==> src/rtl/idex_pipe_reg.sv <==
// idex_pipe_reg: ID/EX pipeline register with stall, flush, ALU-control decode and bubble counter
module idex_pipe_reg #(
  parameter int XLEN = 32,
  parameter int RA_W = 5,
  parameter int CNT_W = 16
) (
  input  logic            clk_i,
  input  logic            rst_i,
  input  logic            stall_i,
  input  logic            flush_i,
  input  logic            valid_i,
  input  logic [XLEN-1:0] rs1_data_i,
  input  logic [XLEN-1:0] rs2_data_i,
  input  logic [XLEN-1:0] iimm_i,
  input  logic [XLEN-1:0] simm_i,
  input  logic [RA_W-1:0] rs1_addr_i,
  input  logic [RA_W-1:0] rs2_addr_i,
  input  logic [RA_W-1:0] rd_addr_i,
  input  logic [2:0]      funct3_i,
  input  logic [6:0]      funct7_i,
  input  logic            regwrite_i,
  input  logic [1:0]      memctl_i,
  input  logic [1:0]      aluop_i,
  input  logic            alusrc_i,
  output logic            valid_o,
  output logic [XLEN-1:0] val1_o,
  output logic [XLEN-1:0] val2_o,
  output logic [XLEN-1:0] rs2_data_o,
  output logic [XLEN-1:0] simm_o,
  output logic [RA_W-1:0] rs1_addr_o,
  output logic [RA_W-1:0] rs2_addr_o,
  output logic [RA_W-1:0] rd_addr_o,
  output logic            regwrite_o,
  output logic [1:0]      memctl_o,
  output logic [3:0]      aluctrl_o,
  output logic            illegal_o,
  output logic [CNT_W-1:0] bubble_cnt_o
);
  localparam logic [3:0] ADD = 4'b0010, SUB = 4'b0110, AND = 4'b0000, OR = 4'b0001, XOR = 4'b0011;
  localparam logic [3:0] SLL = 4'b0100, SRL = 4'b0101, SRA = 4'b0111, SLT = 4'b1000, MUL = 4'b1111;
  logic [3:0] alu_d;
  logic       ill_d;
  logic       bubble;
  always_comb begin
    alu_d = ADD;
    ill_d = 1'b0;
    case (aluop_i)
      2'b00: alu_d = ADD;
      2'b01: alu_d = SUB;
      2'b10:
        case ({funct7_i, funct3_i})
          10'b0000000_000: alu_d = ADD;
          10'b0100000_000: alu_d = SUB;
          10'b0000000_111: alu_d = AND;
          10'b0000000_110: alu_d = OR;
          10'b0000000_100: alu_d = XOR;
          10'b0000000_001: alu_d = SLL;
          10'b0000000_101: alu_d = SRL;
          10'b0100000_101: alu_d = SRA;
          10'b0000000_010: alu_d = SLT;
          10'b0000001_000: alu_d = MUL;
          default:         ill_d = 1'b1;
        endcase
      default:
        case (funct3_i)
          3'b000:  alu_d = ADD;
          3'b111:  alu_d = AND;
          3'b110:  alu_d = OR;
          3'b100:  alu_d = XOR;
          3'b010:  alu_d = SLT;
          3'b001:  alu_d = SLL;
          3'b101:  alu_d = funct7_i[5] ? SRA : SRL;
          default: ill_d = 1'b1;
        endcase
    endcase
  end
  // A non-valid ID slot is a bubble unless the stage is stalled; flush always wins.
  assign bubble = flush_i | (~stall_i & ~valid_i);
  always_ff @(posedge clk_i or negedge rst_i) begin
    if (!rst_i) begin
      valid_o      <= 1'b0;
      val1_o       <= '0;
      val2_o       <= '0;
      rs2_data_o   <= '0;
      simm_o       <= '0;
      rs1_addr_o   <= '0;
      rs2_addr_o   <= '0;
      rd_addr_o    <= '0;
      regwrite_o   <= 1'b0;
      memctl_o     <= '0;
      aluctrl_o    <= '0;
      illegal_o    <= 1'b0;
      bubble_cnt_o <= '0;
    end else if (bubble) begin
      valid_o      <= 1'b0;
      val1_o       <= '0;
      val2_o       <= '0;
      rs2_data_o   <= '0;
      simm_o       <= '0;
      rs1_addr_o   <= '0;
      rs2_addr_o   <= '0;
      rd_addr_o    <= '0;
      regwrite_o   <= 1'b0;
      memctl_o     <= '0;
      aluctrl_o    <= ADD;
      illegal_o    <= 1'b0;
      bubble_cnt_o <= (&bubble_cnt_o) ? bubble_cnt_o : bubble_cnt_o + 1'b1;
    end else if (!stall_i) begin
      valid_o      <= 1'b1;
      val1_o       <= rs1_data_i;
      val2_o       <= alusrc_i ? iimm_i : rs2_data_i;
      rs2_data_o   <= rs2_data_i;
      simm_o       <= simm_i;
      rs1_addr_o   <= rs1_addr_i;
      rs2_addr_o   <= rs2_addr_i;
      rd_addr_o    <= rd_addr_i;
      regwrite_o   <= regwrite_i;
      memctl_o     <= memctl_i;
      aluctrl_o    <= alu_d;
      illegal_o    <= ill_d;
    end
  end
endmodule

==> config.mk <==
export PLATFORM = sky130hd
export DESIGN_NAME = idex_pipe_reg
export DESIGN_NICKNAME = d
export VERILOG_FILES = /design/src/rtl/idex_pipe_reg.sv
export SDC_FILE = /design/constraint.sdc
export NUM_CORES = 1
export LEC_CHECK = 0
export BUFFER_PORTS_ARGS = -buffer_cell sky130_fd_sc_hd__buf_4
export CELL_PAD_IN_SITES_DETAIL_PLACEMENT = 1
export CELL_PAD_IN_SITES_GLOBAL_PLACEMENT = 1
export CORE_MARGIN = 2
export CORE_UTILIZATION = 38
export CTS_CLUSTER_SIZE = 8
export DETAILED_ROUTE_END_ITERATION = 10
export PLACE_DENSITY = 0.92
export SLEW_MARGIN = 0
export SYNTH_ARGS = -nofsm -noshare
export SYNTH_HDL_FRONTEND = slang
export SYNTH_SLANG_ARGS = --single-unit
==> constraint.sdc <==
create_clock -name clk_i -period 2.7 [get_ports clk_i]
set_clock_uncertainty 0.05 [all_clocks]
set_input_delay 0.405 -clock clk_i [delete_from_list [all_inputs] [get_ports clk_i]]
set_output_delay 0.405 -clock clk_i [all_outputs]
set_load 0.02 [all_outputs]
# After elaboration in Yosys (flattened, before gate mapping)
# Index checks and enable logic that the tools add are counted.
[op_classes]
addsub = 1
n_eq_ne = 18
n_mux = 32
bitwise = 5
n_reduce_logical = 8
[op_table]
columns = ["op", "n"]
rows = [
  ["two-way mux 32 bit", 9],
  ["equality test 10 x 3 -> 1 bit, second input constant", 4],
  ["case mux 4 bit (9 select lines)", 1],
  ["two-way mux 5 bit", 6],
  ["case mux 4 bit (6 select lines)", 1],
  ["equality test 10 x 9 -> 1 bit, second input constant", 2],
  ["adder 16 x 1 -> 16 bit, second input constant", 1],
  ["AND reduction 16 bit", 1],
  ["equality test 3 bit, second input constant", 4],
  ["case mux 4 bit (3 select lines)", 1],
  ["equality test 10 x 1 -> 1 bit, second input constant", 1],
  ["equality test 10 x 2 -> 1 bit, second input constant", 1],
  ["equality test 10 x 4 -> 1 bit, second input constant", 1],
  ["zero test 10 bit", 1],
  ["OR reduction 10 bit", 1],
  ["two-way mux 1 bit", 8],
  ["two-way mux 4 bit", 2],
  ["OR reduction 7 bit", 1],
  ["two-way mux 2 bit", 3],
  ["equality test 3 x 1 -> 1 bit, second input constant", 1],
  ["equality test 3 x 2 -> 1 bit, second input constant", 1],
  ["zero test 3 bit", 1],
  ["inverter 1 bit", 3],
  ["equality test 2 x 1 -> 1 bit, second input constant", 1],
  ["8 further kinds", 8],
]
[totals]
reg_bits = 168
inputBits = 164
out_inout_bits = 168

# Longest topological paths before layout
[depth]
depth_word = 6
mapped_depth = 6
mapped_depth_nobuf = 5

# Worst setup path before layout
# Ideal clock, no wire load.
[synth_path]
path_kind = "reg2reg"
startpoint = "register bubble_cnt_o[0]"
endpoint = "register bubble_cnt_o[1]"
arrival_ns = 1.572
setup_slack_ns = 0.950
path_stages_with_launch = 6
path_buffers = 0
path_cell_list = "dfrtp_1 > ha_1 > nand3_1 > nor3_4 > a21oi_2 > mux2_1"
[synth_between]
elab_chain_cells = 3
elab_cells_between_ends = 4
[synth_lines]
columns = ["item", "line_no", "text"]
rows = [
  ["start: declaration", "37", "output logic [CNT_W-1:0] bubble_cnt_o"],
  ["start signal: assignment", "107", "bubble_cnt_o <= (&bubble_cnt_o) ? bubble_cnt_o : bubble_cnt_o + 1'b1;"],
  ["branches (longest 3 deep; another with adder 16 x 1 -> 16 bit)", "--", ""],
]
# Parallel ways; which one is timed is not known.
# A chain may end at the register's enable or synchronous reset.

# Worst setup path in the final report
# Ends and elaborated chain as after synthesis.

==> reports/results.txt <==
Outcome: finished, final reports clean
Clk sinks: 168
Number of I/O port buffers: 331
Most common cell after layout, fill and taps aside: sky130_fd_sc_hd__buf_4
Worst hold margin: 135.3 ps
Met3 routed WL: 1776 µm
Post-DR wirelength/cell: 22.95 µm
Chip Height: 137.6 µm
Cell Int Power: 0.004637 W
Area enclosed by the die boundary: 0.01894 mm²
Via density: 5.480
Final global-route overflow total: 0
Number of warnings reported in the yosys synthesis log: 0
Final Routed Wirelength: 24970 µm
Depth of the CTS H-tree: 4
Syn_area_per_cell: 12.73 µm²
Unrepaired setup endpoints after global routing: false
Number of maximum-capacitance violations: 0
Most frequent cells in the layout: sky130_fd_sc_hd__buf_4, sky130_fd_sc_hd__dfrtp_1, sky130_fd_sc_hd__a22o_1
Critical path cell sequence: ha_1, nand3_1, nor3_4, a21oi_2, mux2_1
Post-synth EDFFs: 0
Number of ports placed on the die boundary: 332
Worst Tran Pin Value: 759.5 ps
Data required time of the worst path: 2960 ps
VDD IR max: 0.0004271 V
Initial core utilization: 0.3910
Worst hold-check path type: in2reg
Number of instances in the placed design: 1055
DRC violations left: 0
Area growth from synthesis to final layout: 49.45%
Endpoint class of the critical path: register
Gate count after technology mapping: 533
Classification of the worst setup path: reg2reg
Stage delay of the slowest cell on the critical path: 410 ps
Clock-pin transition on the worst setup and hold timing paths: 70 ps
Synthesized area: 0.006787 mm²
Fraction of power spent switching nets: 0.2754
Post-synthesis net count: 698
Type of element launching the critical path: register
Clock root buffer master: sky130_fd_sc_hd__clkbuf_16
Ys flop type: sky130_fd_sc_hd__dfrtp_1
WL met1: 9473 µm
Row count: 48
DRT iter0 DRCs: 304
# Post-CTS Setup Buffers: 0
Final critical-path share of the clock period: 0.6740
Max Freq: 0.5495 GHz
Count of state elements after synthesis: 168
Gpl congestion: 0.7862
Area of the core: 0.01736 mm²
Part of the power in the clock network: 0.399
Post-synthesis sequential area ratio: 0.6195
Vias in the first global route: 6350
First-pass GRT wire length: 37090 µm
Tot Pwr: 0.006399 W
Arrival time at the worst endpoint: 2080 ps
Share of total power in combinational logic: 0.164
Slowest stage cell, crit path: sky130_fd_sc_hd__dfrtp_1
Overall global routing resource usage: 0.2610
Met2 Routed Length: 12990 µm
Number of clock buffers inserted by TritonCTS: 17
Count of final hold-check violations: 0
Final-layout setup total negative slack: 0 ps
Detail Route Antenna Nets: 0
Standby leakage power: 5.279 nW
Fin. max-slew vios: 0
Horizontal die dimension: 137.6 µm
Largest driver fanout on the critical path: 9
Top routing layer in use: met4
Estimated wirelength of the detail-placed design: 18000 µm
Share of synthesized registers carrying an async set or reset: 1.000
Largest net degree at the start of global routing: 95
Fraction of final layout cells with drive strength greater than 1: 0.4466
Latest clock arrival within the worst-skew pair: 420 ps
Non-filler cells, final: 1088
Pwr Density: 631.0 mW/mm²
Share of power burned in registers: 0.437
Distinct cell type count of the synthesized netlist: 56
# setup viols final: 0
Final Critical Period: 1820 ps
Max_slew headroom: 0.4890
Maximum number of buffers from clock root to sink: 2
Antenna violations before repair: 1
Length of the first detailed-routing pass in iterations: 4
Final std cell area, no fill: 0.01014 mm²
Net switching power: 0.001762 W
Post-placement cell area: 0.009519 mm²
Post-layout nets: 1015
Via count: 5962
CTS tree: done
path summary, 6_finish.rpt:
path / slack [ps] / start / to / cells past startpoint
hold reg to reg: 440 / val2_o[27] / val2_o[27] / 2
max in group asynchronous: 1420 / rst_i / rs1_addr_o[2] / 3
setup reg to reg: 880 / bubble_cnt_o[0] / bubble_cnt_o[1] / 5
hold / removal: 140 / memctl_i[1] / memctl_o[1] / 2
min in group asynchronous: 510 / rst_i / val2_o[24] / 2
setup / recovery: 880 / bubble_cnt_o[0] / bubble_cnt_o[1] / 5
power by group through the flow:
| stage | sequential, W | clock [W] | combinational, W |
|---|---|---|---|
| 2_1_floorplan | 0.00299 | 0 | 0.000287 |
| 3_3_place_gp | 0.00283 | 0 | 0.00102 |
| 3_5_place_dp | 0.00284 | 0 | 0.00106 |
| 4_1_cts | 0.00280 | 0.00260 | 0.00106 |
| 5_1_grt | 0.00282 | 0.00270 | 0.00113 |
| 6_report | 0.00280 | 0.00255 | 0.00105 |
metrics by stage:
| step | worst slack [ps] | utilization |
|---|---|---|
| 6_report | 880.2 | 0.5843 |
| 5_1_grt | 726.5 | 0.5842 |
| 4_1_cts | 863.5 | 0.5842 |
| 3_5_place_dp | 757.2 | 0.5484 |
| 3_3_place_gp | 796.0 | 0.5484 |
| 2_1_floorplan | 950.4 | - |
routing by layer:
layer,vias to the layer above,global-route usage
met5,-,0
met4,0,0.1025
met3,45,0.06770
met2,236,0.4583
met1,3061,0.3046
li1,2620,-
worst max-delay path: cells and delay by family (launching register included):
family                     cells  cell delay [ps]
muxes                          1              330
and+or+nand+nor                2              570
adders and majority gates      1              200
AOI/OAI and AO/OA              1              140
DFF                            1              410
kinds of logic (layout without fill, tap and decap cells):
| kind of cell | count (synthesis) | in the layout | share of synthesized area |
|---|---|---|---|
| adders and majority gates | 1 | 1 | 0.001843 |
| buffers and inverters | 48 | 377 | 0.03116 |
| AOI/OAI and AO/OA | 182 | 182 | 0.2102 |
| xor gates and xnor gates | 13 | 13 | 0.01678 |
| other | 0 | 1 | 0 |
| muxes | 35 | 35 | 0.05181 |
| DFF | 168 | 168 | 0.6195 |
| and+or+nand+nor | 86 | 86 | 0.06877 |
synth_stat cells, types with 2 or more instances:
library cell | instances | area, µm²
sky130_fd_sc_hd__a21oi_1 | 7 | 35.03
sky130_fd_sc_hd__a22o_1 | 114 | 998.5
sky130_fd_sc_hd__a31oi_1 | 2 | 12.51
sky130_fd_sc_hd__and2_1 | 2 | 12.51
sky130_fd_sc_hd__and3_1 | 3 | 18.77
sky130_fd_sc_hd__buf_1 | 6 | 22.52
sky130_fd_sc_hd__buf_2 | 19 | 95.09
sky130_fd_sc_hd__clkbuf_1 | 17 | 63.81
sky130_fd_sc_hd__dfrtp_1 | 168 | 4204
sky130_fd_sc_hd__inv_1 | 5 | 18.77
sky130_fd_sc_hd__mux2i_1 | 34 | 340.3
sky130_fd_sc_hd__nand2_1 | 38 | 142.6
sky130_fd_sc_hd__nand2b_1 | 3 | 18.77
sky130_fd_sc_hd__nand3_1 | 6 | 30.03
sky130_fd_sc_hd__nand3b_1 | 2 | 15.01
sky130_fd_sc_hd__nand4_1 | 3 | 18.77
sky130_fd_sc_hd__nand4_2 | 2 | 25.02
sky130_fd_sc_hd__nor2_1 | 9 | 33.78
sky130_fd_sc_hd__nor2b_1 | 2 | 12.51
sky130_fd_sc_hd__nor3_1 | 2 | 10.01
sky130_fd_sc_hd__nor3b_1 | 2 | 15.01
sky130_fd_sc_hd__nor4_1 | 2 | 12.51
sky130_fd_sc_hd__nor4_2 | 2 | 25.02
sky130_fd_sc_hd__o21a_1 | 2 | 15.01
sky130_fd_sc_hd__o21ai_0 | 37 | 185.2
sky130_fd_sc_hd__o22ai_1 | 2 | 12.51
sky130_fd_sc_hd__o41ai_1 | 2 | 17.52
sky130_fd_sc_hd__xnor2_1 | 5 | 43.79
sky130_fd_sc_hd__xor2_1 | 8 | 70.07
sequential cells by signal (all words and copies together), names as in the netlist, 2 cells and up:
name / count
val1_o: 32
val2_o: 32
simm_o: 32
rd_addr_o: 5
bubble_cnt_o: 16
rs1_addr_o: 5
memctl_o: 2
aluctrl_o: 4
rs2_data_o: 32
rs2_addr_o: 5
area by class of cell:
cell class                 count  area (µm²)
tap                          225       281.5
inverter                       5       18.77
fill                        1807        7214
clock inverter                12       167.7
clock buffer                  19       442.9
timing repair buffer         341        2641
antenna                        1       2.502
sequential                   168        4204
multi-input combinational    317        2384
what timing repair did:
action | 4_1_cts | 5_1_grt
setup endpoints to repair | 0 | 0
resized for setup | 0 | 0
endpoints found under the hold margin | 60 | 0
hold buffers | 1 | 0
Note: power is estimated with default switching activity, not from simulation.
